==> src/rtl/mmio_bridge_n.sv <==
// MEM-stage bridge: zero-wait DM/IM pass-through plus a request/ack FSM for NSLV MMIO slaves.
// Define MMIO_BRIDGE_TIMEOUT_EN to turn a silent slave into a bus error after TIMEOUT cycles.
module mmio_bridge_n #(
  parameter int unsigned NSLV       = 2,
  parameter logic [31:0] SLV_BASE   = 32'h0000_7F00,
  parameter logic [31:0] SLV_STRIDE = 32'h10,
  parameter logic [31:0] SLV_SPAN   = 32'hC,
  parameter logic [31:0] DM_TOP     = 32'h0000_2FFF,
  parameter logic [31:0] IM_BASE    = 32'h0000_3000,
  parameter logic [31:0] IM_TOP     = 32'h0000_6FFF,
  parameter int unsigned TIMEOUT    = 15
) (
  input  logic                 clk,
  input  logic                 reset,
  input  logic                 cpu_req,
  input  logic [31:0]          cpu_addr,
  input  logic [3:0]           cpu_byteen,
  input  logic [31:0]          cpu_wdata,
  output logic                 cpu_ready,
  output logic [31:0]          cpu_rdata,
  output logic                 cpu_err,
  output logic [3:0]           dm_byteen,
  input  logic [31:0]          dm_rdata,
  input  logic [31:0]          im_rdata,
  output logic [NSLV-1:0]      slv_sel,
  output logic                 slv_we,
  output logic [31:0]          slv_addr,
  output logic [31:0]          slv_wdata,
  input  logic [32*NSLV-1:0]   slv_rdata,
  input  logic [NSLV-1:0]      slv_ack,
  input  logic [NSLV-1:0]      slv_irq,
  input  logic                 ext_int,
  output logic [5:0]           hwint
);

  if (NSLV < 1 || NSLV > 5 || TIMEOUT < 1) begin : g_bad_cfg
    $error("mmio_bridge_n: NSLV must be 1..5 and TIMEOUT >= 1");
  end

  typedef enum logic [1:0] {
    IDLE,
    ACCESS,
    DONE
  } state_e;

  state_e            state_q, state_d;
  logic [NSLV-1:0]   sel_q, sel_d;
  logic              we_q, we_d;
  logic [31:0]       addr_q, addr_d;
  logic [31:0]       wdata_q, wdata_d;
  logic [31:0]       rdata_q, rdata_d;
  logic              err_q, err_d;
  logic              ext_s1_q, ext_s2_q;

`ifdef MMIO_BRIDGE_TIMEOUT_EN
  localparam int unsigned CW = $clog2(TIMEOUT + 1);
  localparam logic [CW-1:0] CNT_LAST = CW'(TIMEOUT - 1);
  logic [CW-1:0]     cnt_q, cnt_d;
`endif

  logic              dm_hit;
  logic              im_hit;
  logic [NSLV-1:0]   slv_hit;
  logic              slv_any;
  logic              ack_hit;
  logic [31:0]       sel_rdata;

  function automatic logic slv_match(
    input logic [31:0] a,
    input int unsigned k
  );
    logic [31:0] b;
    b = SLV_BASE + SLV_STRIDE * k;
    return (a >= b) && ((a - b) < SLV_SPAN);
  endfunction

  // DM beats IM beats the lowest-numbered matching slave.
  always_comb begin
    dm_hit  = cpu_addr <= DM_TOP;
    im_hit  = !dm_hit && (cpu_addr >= IM_BASE) &&
              (cpu_addr <= IM_TOP);
    slv_hit = '0;
    for (int k = 0; k < NSLV; k++) begin
      if (slv_match(cpu_addr, k) && slv_hit == '0) begin
        slv_hit[k] = 1'b1;
      end
    end
    if (dm_hit || im_hit) begin
      slv_hit = '0;
    end
    slv_any = |slv_hit;
  end

  always_comb begin
    sel_rdata = '0;
    for (int k = 0; k < NSLV; k++) begin
      if (sel_q[k]) begin
        sel_rdata |= slv_rdata[32*k +: 32];
      end
    end
    ack_hit = |(slv_ack & sel_q);
  end

  always_comb begin
    state_d = state_q;
    sel_d   = sel_q;
    we_d    = we_q;
    addr_d  = addr_q;
    wdata_d = wdata_q;
    rdata_d = rdata_q;
    err_d   = err_q;
`ifdef MMIO_BRIDGE_TIMEOUT_EN
    cnt_d   = cnt_q;
`endif
    unique case (state_q)
      IDLE: begin
        if (cpu_req && slv_any) begin
          state_d = ACCESS;
          sel_d   = slv_hit;
          we_d    = |cpu_byteen;
          addr_d  = cpu_addr;
          wdata_d = cpu_wdata;
`ifdef MMIO_BRIDGE_TIMEOUT_EN
          cnt_d   = '0;
`endif
        end
      end
      ACCESS: begin
        if (ack_hit) begin
          state_d = DONE;
          sel_d   = '0;
          we_d    = 1'b0;
          rdata_d = sel_rdata;
          err_d   = 1'b0;
        end
`ifdef MMIO_BRIDGE_TIMEOUT_EN
        else if (cnt_q == CNT_LAST) begin
          state_d = DONE;
          sel_d   = '0;
          we_d    = 1'b0;
          rdata_d = '0;
          err_d   = 1'b1;
        end else begin
          cnt_d = cnt_q + 1'b1;
        end
`endif
      end
      DONE: begin
        state_d = IDLE;
      end
      default: begin
        state_d = IDLE;
        sel_d   = '0;
        we_d    = 1'b0;
      end
    endcase
  end

  always_ff @(posedge clk or negedge reset) begin
    if (!reset) begin
      state_q  <= IDLE;
      sel_q    <= '0;
      we_q     <= 1'b0;
      addr_q   <= '0;
      wdata_q  <= '0;
      rdata_q  <= '0;
      err_q    <= 1'b0;
      ext_s1_q <= 1'b0;
      ext_s2_q <= 1'b0;
`ifdef MMIO_BRIDGE_TIMEOUT_EN
      cnt_q    <= '0;
`endif
    end else begin
      state_q  <= state_d;
      sel_q    <= sel_d;
      we_q     <= we_d;
      addr_q   <= addr_d;
      wdata_q  <= wdata_d;
      rdata_q  <= rdata_d;
      err_q    <= err_d;
      ext_s1_q <= ext_int;
      ext_s2_q <= ext_s1_q;
`ifdef MMIO_BRIDGE_TIMEOUT_EN
      cnt_q    <= cnt_d;
`endif
    end
  end

  // Ready is gated by reset so a stalled pipeline never sees a phantom completion.
  always_comb begin
    cpu_ready = 1'b0;
    cpu_rdata = '0;
    cpu_err   = 1'b0;
    dm_byteen = '0;
    if (reset) begin
      unique case (state_q)
        IDLE: begin
          if (!cpu_req) begin
            cpu_ready = 1'b1;
          end else begin
            unique case (1'b1)
              dm_hit: begin
                cpu_ready = 1'b1;
                cpu_rdata = dm_rdata;
                dm_byteen = cpu_byteen;
              end
              im_hit: begin
                cpu_ready = 1'b1;
                cpu_rdata = im_rdata;
              end
              slv_any: begin
                cpu_ready = 1'b0;
              end
              default: begin
                cpu_ready = 1'b1;
                cpu_err   = 1'b1;
              end
            endcase
          end
        end
        DONE: begin
          cpu_ready = 1'b1;
          cpu_rdata = rdata_q;
          cpu_err   = err_q;
        end
        default: begin
          cpu_ready = 1'b0;
        end
      endcase
    end
  end

  always_comb begin
    hwint          = '0;
    hwint[NSLV-1:0] = slv_irq;
    hwint[NSLV]    = ext_s2_q;
  end

  assign slv_sel   = sel_q;
  assign slv_we    = we_q;
  assign slv_addr  = addr_q;
  assign slv_wdata = wdata_q;

endmodule

==> config.mk <==
export PLATFORM = sky130hd
export DESIGN_NAME = mmio_bridge_n
export DESIGN_NICKNAME = d
export VERILOG_FILES = /design/src/rtl/mmio_bridge_n.sv
export SDC_FILE = /design/constraint.sdc
export NUM_CORES = 1
export LEC_CHECK = 0
export CAP_MARGIN = 20
export CORE_AREA = 2 2 121 123
export CTS_BUF_LIST = sky130_fd_sc_hd__clkbuf_16
export DETAILED_ROUTE_END_ITERATION = 12
export DIE_AREA = 0 0 123 125
export DONT_BUFFER_PORTS = 1
export GPL_ROUTABILITY_DRIVEN = 0
export PLACE_DENSITY = 0.56
export SLEW_MARGIN = 20
export SYNTH_ARGS = -nofsm -noshare
export SYNTH_HDL_FRONTEND = slang
export SYNTH_SLANG_ARGS = --single-unit
==> constraint.sdc <==
create_clock -name clk -period 7.6 [get_ports clk]
set_input_delay 1.14 -clock clk [delete_from_list [all_inputs] [get_ports clk]]
set_output_delay 1.14 -clock clk [all_outputs]
set_load 0.05 [all_outputs]
== After elaboration in Yosys (flattened, before gate mapping) ==
Cells that the tools add are included.

* $add $sub $neg: 2
* Magnitude comparators: 7
* Equal/unequal tests: 4
* Mux-type cells: 30
* Bitwise gates (word level): 4
* Reduce and logical (&&, ||, !) cells: 17

{| class="wikitable"
|+ Operators with widths
! kind !! number
|-
| 32-bit 2-to-1 mux || 4
|-
| 32-bit one-hot mux with 2 select lines || 2
|-
| 32-bit by 15-bit greater-or-equal comparator with 1-bit output, second input constant || 2
|-
| 32-bit by 4-bit < comparator with 1-bit output, second input constant || 2
|-
| 32-bit by 15-bit subtractor with 32-bit output, second input constant || 2
|-
| 32-bit by 14-bit greater-or-equal comparator with 1-bit output, second input constant || 1
|-
| 32-bit by 14-bit <= comparator with 1-bit output, second input constant || 1
|-
| 32-bit by 15-bit <= comparator with 1-bit output, second input constant || 1
|-
| 32-bit OR || 1
|-
| 4-bit 2-to-1 mux || 4
|-
| 1-bit 2-to-1 mux || 11
|-
| 2-bit 2-to-1 mux || 5
|-
| 4-bit OR reduction || 2
|-
| 1-bit logical AND || 6
|-
| 2-bit one-hot mux with 3 select lines || 1
|-
| 2-bit AND reduction || 3
|-
| 2-bit inequality test, second input constant || 2
|-
| 2-bit one-hot mux with 2 select lines || 1
|-
| 2-bit OR reduction || 2
|-
| 1-bit one-hot mux with 3 select lines || 1
|-
| 3-bit AND reduction || 1
|-
| 2-bit AND || 1
|-
| 2-bit by 1-bit equality test with 1-bit output, second input constant || 1
|-
| 2-bit equality test, second input constant || 1
|-
| 5 further kinds || 6
|}

* Register bits after elaboration: 103
* Output and inout bits: 111

== Depth between registers and ports, before layout ==
* Word-level depth: 13
* Gate-level depth with buffers: 10

== Least setup slack after synthesis ==
No wires, ideal clock.

* Path kind: input -> output
* From: in cpu_addr[15]
* To: out cpu_rdata[0]
* Arrival: 4.134 ns
* Slack: 2.326 ns
* Stages: 9
* Cells stage by stage: clkbuf_1 -> nor4_1 -> and3_1 -> and3_1 -> nor4bb_1 -> clkbuf_1 -> buf_1 -> a22oi_1 -> o21ai_0

* Longest elaborated chain between the ends: 8
* Elaborated cells between the ends (all ways): 10
* Those cells by class: 3 x order compare; 4 x mux; 3 x reduce/logical

{| class="wikitable"
|+ RTL lines
! item !! RTL line !! RTL
|-
| start, declared || 16 || <nowiki>input logic [31:0] cpu_addr,</nowiki>
|-
| 32-bit by 14-bit <= comparator with 1-bit output || 79 || <nowiki>dm_hit = cpu_addr <= DM_TOP;</nowiki>
|-
| 1-bit zero test || 80 || <nowiki>im_hit = !dm_hit && (cpu_addr >= IM_BASE) &&</nowiki>
|-
| 1-bit logical AND (2 in series) || 80 ||
|-
| 32-bit one-hot mux with 2 select lines * || 201 || <nowiki>unique case (1'b1)</nowiki>
|-
| 32-bit 2-to-1 mux * || 198 || <nowiki>if (!cpu_req) begin</nowiki>
|-
| 32-bit one-hot mux with 2 select lines * || 196 || <nowiki>unique case (state_q)</nowiki>
|-
| 32-bit 2-to-1 mux * || 195 || <nowiki>if (reset) begin</nowiki>
|-
| end, declared || 20 || <nowiki>output logic [31:0] cpu_rdata,</nowiki>
|}

Mark *: on every way between the ends. The rest lies on a longest branch, timed or not.

== Worst setup path in the final report ==
* From: in cpu_addr[11]
* To: out cpu_ready

* Longest elaborated chain between the ends: 13
* Elaborated cells between the ends (all ways): 25
* Those cells by class: 2 x add/sub; 7 x order compare; 7 x mux; 1 x bitwise; 8 x reduce/logical

{| class="wikitable"
|+ RTL lines
! item !! RTL line !! RTL
|-
| 32-bit by 15-bit subtractor with 32-bit output || 74 || <nowiki>return (a >= b) && ((a - b) < SLV_SPAN);</nowiki>
|-
| 32-bit by 4-bit < comparator with 1-bit output || 74 ||
|-
| 1-bit logical AND || 74 ||
|-
| 1-bit 2-to-1 mux || 84 || <nowiki>if (slv_match(cpu_addr, k) && slv_hit == '0) begin</nowiki>
|-
| 1-bit NOT || 84 ||
|-
| 1-bit logical AND || 84 ||
|-
| 1-bit 2-to-1 mux || 84 ||
|-
| 2-bit 2-to-1 mux * || 88 || <nowiki>if (dm_hit || im_hit) begin</nowiki>
|-
| 2-bit OR reduction * || 91 || <nowiki>slv_any = |slv_hit;</nowiki>
|-
| 1-bit 2-to-1 mux * || 201 ||
|-
| 1-bit 2-to-1 mux * || 198 ||
|-
| 1-bit one-hot mux with 2 select lines * || 196 ||
|-
| 1-bit 2-to-1 mux * || 195 ||
|-
| end, declared || 19 || <nowiki>output logic cpu_ready,</nowiki>
|}

Marked as above.

==> out/results.tsv <==
stage	metric	value	unit
sta	Max Slew Vio Count	0	
synth	post-synthesis cell area	0.005248	mm2
setup_path	nature of the critical path endpoint	output port	
synth	Mapped Cells	527	
cts	CTS clk-pin slew, worst paths	80	ps
setup_path	CP required	6460	ps
pwr	Seq pwr share	52.4	%
synth	Synth Flop Type	dfrtp_1	
min_path	worst hold path type	flip-flop to flip-flop	
pwr	pwr dens	186.2	mW/mm2
grt	largest net degree at the start of global routing	107	
finish	final instance area	0.005629	mm2
cts	CTS resizes	0	
synth	Synth cell types	48	
die	Initial Util	36.95	%
synth	post-synthesis register bit count	103	
setup_path	CP arrival	3930	ps
pwr	Internal	0.7952	mW
grt	GRT Total Usage	19.04	%
die	Die H	125	um
synth	Yosys warning count	0	
cts	CTS Hold Bufs	0	
cts	number of CTS-inserted buffers	9	
grt	initial antenna violation count	0	
sta	final setup fails	0	
synth	Post-synth EDFFs	0	
pwr	Leak	2.380	nW
cts	Post-CTS Setup Bufs	0	
route	Total Routed Length	15140	um
setup_path	worst-path cell chain	nand4_1 > nor3_1 > mux2_2 > a2111oi_0 > o2111ai_1 > nand2_1 > a21oi_1	
die	Die Area	0.01538	mm2
sta	Slew headroom	29.05	%
run_status	outcome	finished, final reports clean	
route	DR DRC count	0	
grt	vias in the first global route	3984	
sta	Final Hold Viols	0	
pwr	switch share	24.14	%
finish	# diodes	0	
setup_path	Worst path slowest cell	a2111oi_0	
setup_path	Critical Path Max Stage Delay	730	ps
route	DR vias/cell	6.028	
sta	Hold WS	359.4	ps
sta	setup TNS	0	ps
route	vias after detailed routing	4159	
cts	Clock Tree Buf Depth	2	
synth	syn avg cell area	9.957	um2
setup_path	CP Buf/Inv Count	0	
min_path	hold wc startpoint	ext_s1_q	
die	row count	44	
pwr	maximum VDD drop	0.09378	mV
die	core box area	0.01420	mm2
setup_path	CP startpoint kind	input pin	
cts	H-Tree Depth	3	
synth	sequential share of the synthesized area	49.12	%
pwr	Switching Power	0.2531	mW
sta	Worst-Margin Slew	1057	ps
finish	layout cells sized above 1	15.22	%
place	dpl hpwl	11200	um
route	first-pass detailed-route iteration total	5	
pwr	Comb power frac	2.5	%
min_path	Hold Crit Depth	0	
route	1st-iter DRT viols	236	
place	Cell Area, Placed	0.005310	mm2
finish	Area growth syn-to-layout	7.272	%
cts	Sink Count	103	
setup_path	Crit path max-delay family	compound AO/OA/AOI/OAI gates	
cts	TritonCTS clock tree	yes	
cts	root buf cell	clkbuf_16	
setup_path	FF-to-FF path depth	6	
sta	fmax	197.4	MHz
flow_run	Max-Cap Viols	0	
setup_path	reg2reg end	slv_we	
route	post-route ant nets	0	
die	I/O pin total	315	
sta	RSZ-0062 raised after global routing	false	
pwr	Clk network pwr share	45.2	%
setup_path	R2R Setup Slk	5020	ps
grt	first-pass GRT wire length	22240	um
finish	Final nets	705	
setup_path	critical path class	input pin to output port	
synth	Post-synth ARST share	100.0	%
route	wire length per cell	21.94	um
min_path	Min-Delay Endpoint	ext_s2_q	
finish	Final Core Density	39.63	%
place	Port Buffers	0	
setup_path	CP max FO	6	
cts	worst-skew pair later-pin latency	360	ps
sta	clk_skew	14.82	ps
sta	Period minus WS final	5067	ps
setup_path	Critical R2R Launch	state_q[1]	
sta	Final Cycle Share	66.67	%
grt	total grt overflow	0	
die	Die X	123	um
## worst max path at each step
| stage | from | endpoint | slack (ps) | cells past startpoint |
|---|---|---|---|---|
| 2_1_floorplan | cpu_addr[15] | cpu_rdata[0] | 2330 | 9 |
| 3_3_place_gp | cpu_addr[20] | cpu_rdata[31] | 2290 | 6 |
| 3_5_place_dp | cpu_addr[16] | cpu_rdata[31] | 2180 | 6 |
| 4_1_cts | cpu_addr[16] | cpu_rdata[31] | 2160 | 6 |
| 5_1_grt | cpu_addr[16] | cpu_rdata[31] | 2320 | 6 |
| 6_report | cpu_addr[11] | cpu_ready | 2530 | 7 |
## cells in the mapped netlist (2+ instances only)
master,n,area (um2)
mux2_1,2,22.52
nor4bb_1,2,20.02
a2111oi_0,5,43.79
o31ai_1,2,15.01
buf_12,3,60.06
mux2_2,37,416.7
dfrtp_1,103,2577
nand2_1,38,142.6
o21ai_0,34,170.2
nor2_1,47,176.4
a22o_1,5,43.79
or3_1,2,12.51
clkbuf_1,28,105.1
nor4_1,6,37.54
o2111ai_1,3,26.28
buf_2,3,15.01
nor3_1,10,50.05
buf_1,3,11.26
a21oi_1,37,185.2
a2bb2oi_1,2,17.52
a311oi_1,2,17.52
nand4b_1,3,26.28
nand3_1,7,35.03
buf_4,6,45.04
a22oi_1,65,488.0
or2_2,8,50.05
inv_1,5,18.77
nand4_1,6,37.54
a31o_2,2,17.52
and3_1,8,50.05
o211ai_1,2,15.01
or4_1,5,37.54
nor2b_1,21,131.4
## cell families after synthesis
family / after synthesis / synth area share, %
mux: 39 / 8.369
other cells: 1 / 0.07146
simple gates: 167 / 15.93
flops: 103 / 49.12
buf+inv: 49 / 5.079
xor+xnor: 1 / 0.1669
compound gates: 167 / 21.27
## cells in the final DEF, fill, tap and decap left out, drive strengths merged, types with 9 or more instances in the layout
master and count:
a21oi 37, a22oi 65, clkbuf 9, dfrtp 103
inv 10, mux2 39, nand2 38, nor2 47
nor2b 21, nor3 10, o21ai 34
## routing by layer
metal  up-vias  share of wire [%]  global-route usage, %
met5         -                  0                      0
met4         0                2.4                  7.286
met3        26                9.7                  5.246
met2       256                 48                  31.33
met1      1985                 40                  23.70
li1       1892                  -                      -
## registers in the layout, summed over array words and instances, names as in the netlist
signal	cells
ext_s1_q	1
slv_sel	2
rdata_q	32
slv_we	1
slv_addr	32
slv_wdata	32
state_q	2
ext_s2_q	1
## power by group through the flow
stage               combinational, mW  clock [mW]  sequential [mW]
floorplan                      0.0266           0            0.559
global placement               0.0252           0            0.560
detailed placement             0.0255           0            0.560
CTS                            0.0256       0.493            0.549
global route                   0.0281       0.516            0.549
finish                         0.0258       0.473            0.549
## final cells by class
cell class | instances | area (um2)
fillers | 1430 | 8574
flip-flops and latches | 103 | 2580
multi-input cells | 377 | 2449
well taps | 184 | 230.2
clock buffers | 9 | 225.2
clock inverters | 7 | 88.84
repair buffers | 5 | 37.54
inverters | 5 | 18.77
## metrics by stage
step | power, mW | std cells | worst slack (ps)
after floorplan | 0.5858 | 529 | 2326
after global placement | 0.5853 | 674 | 2292
after detailed placement | 0.5856 | 674 | 2176
after CTS | 1.067 | 690 | 2160
after global routing | 1.093 | 690 | 2324
final | 1.048 | 690 | 2533
Note: power is estimated with default switching activity, not from simulation.
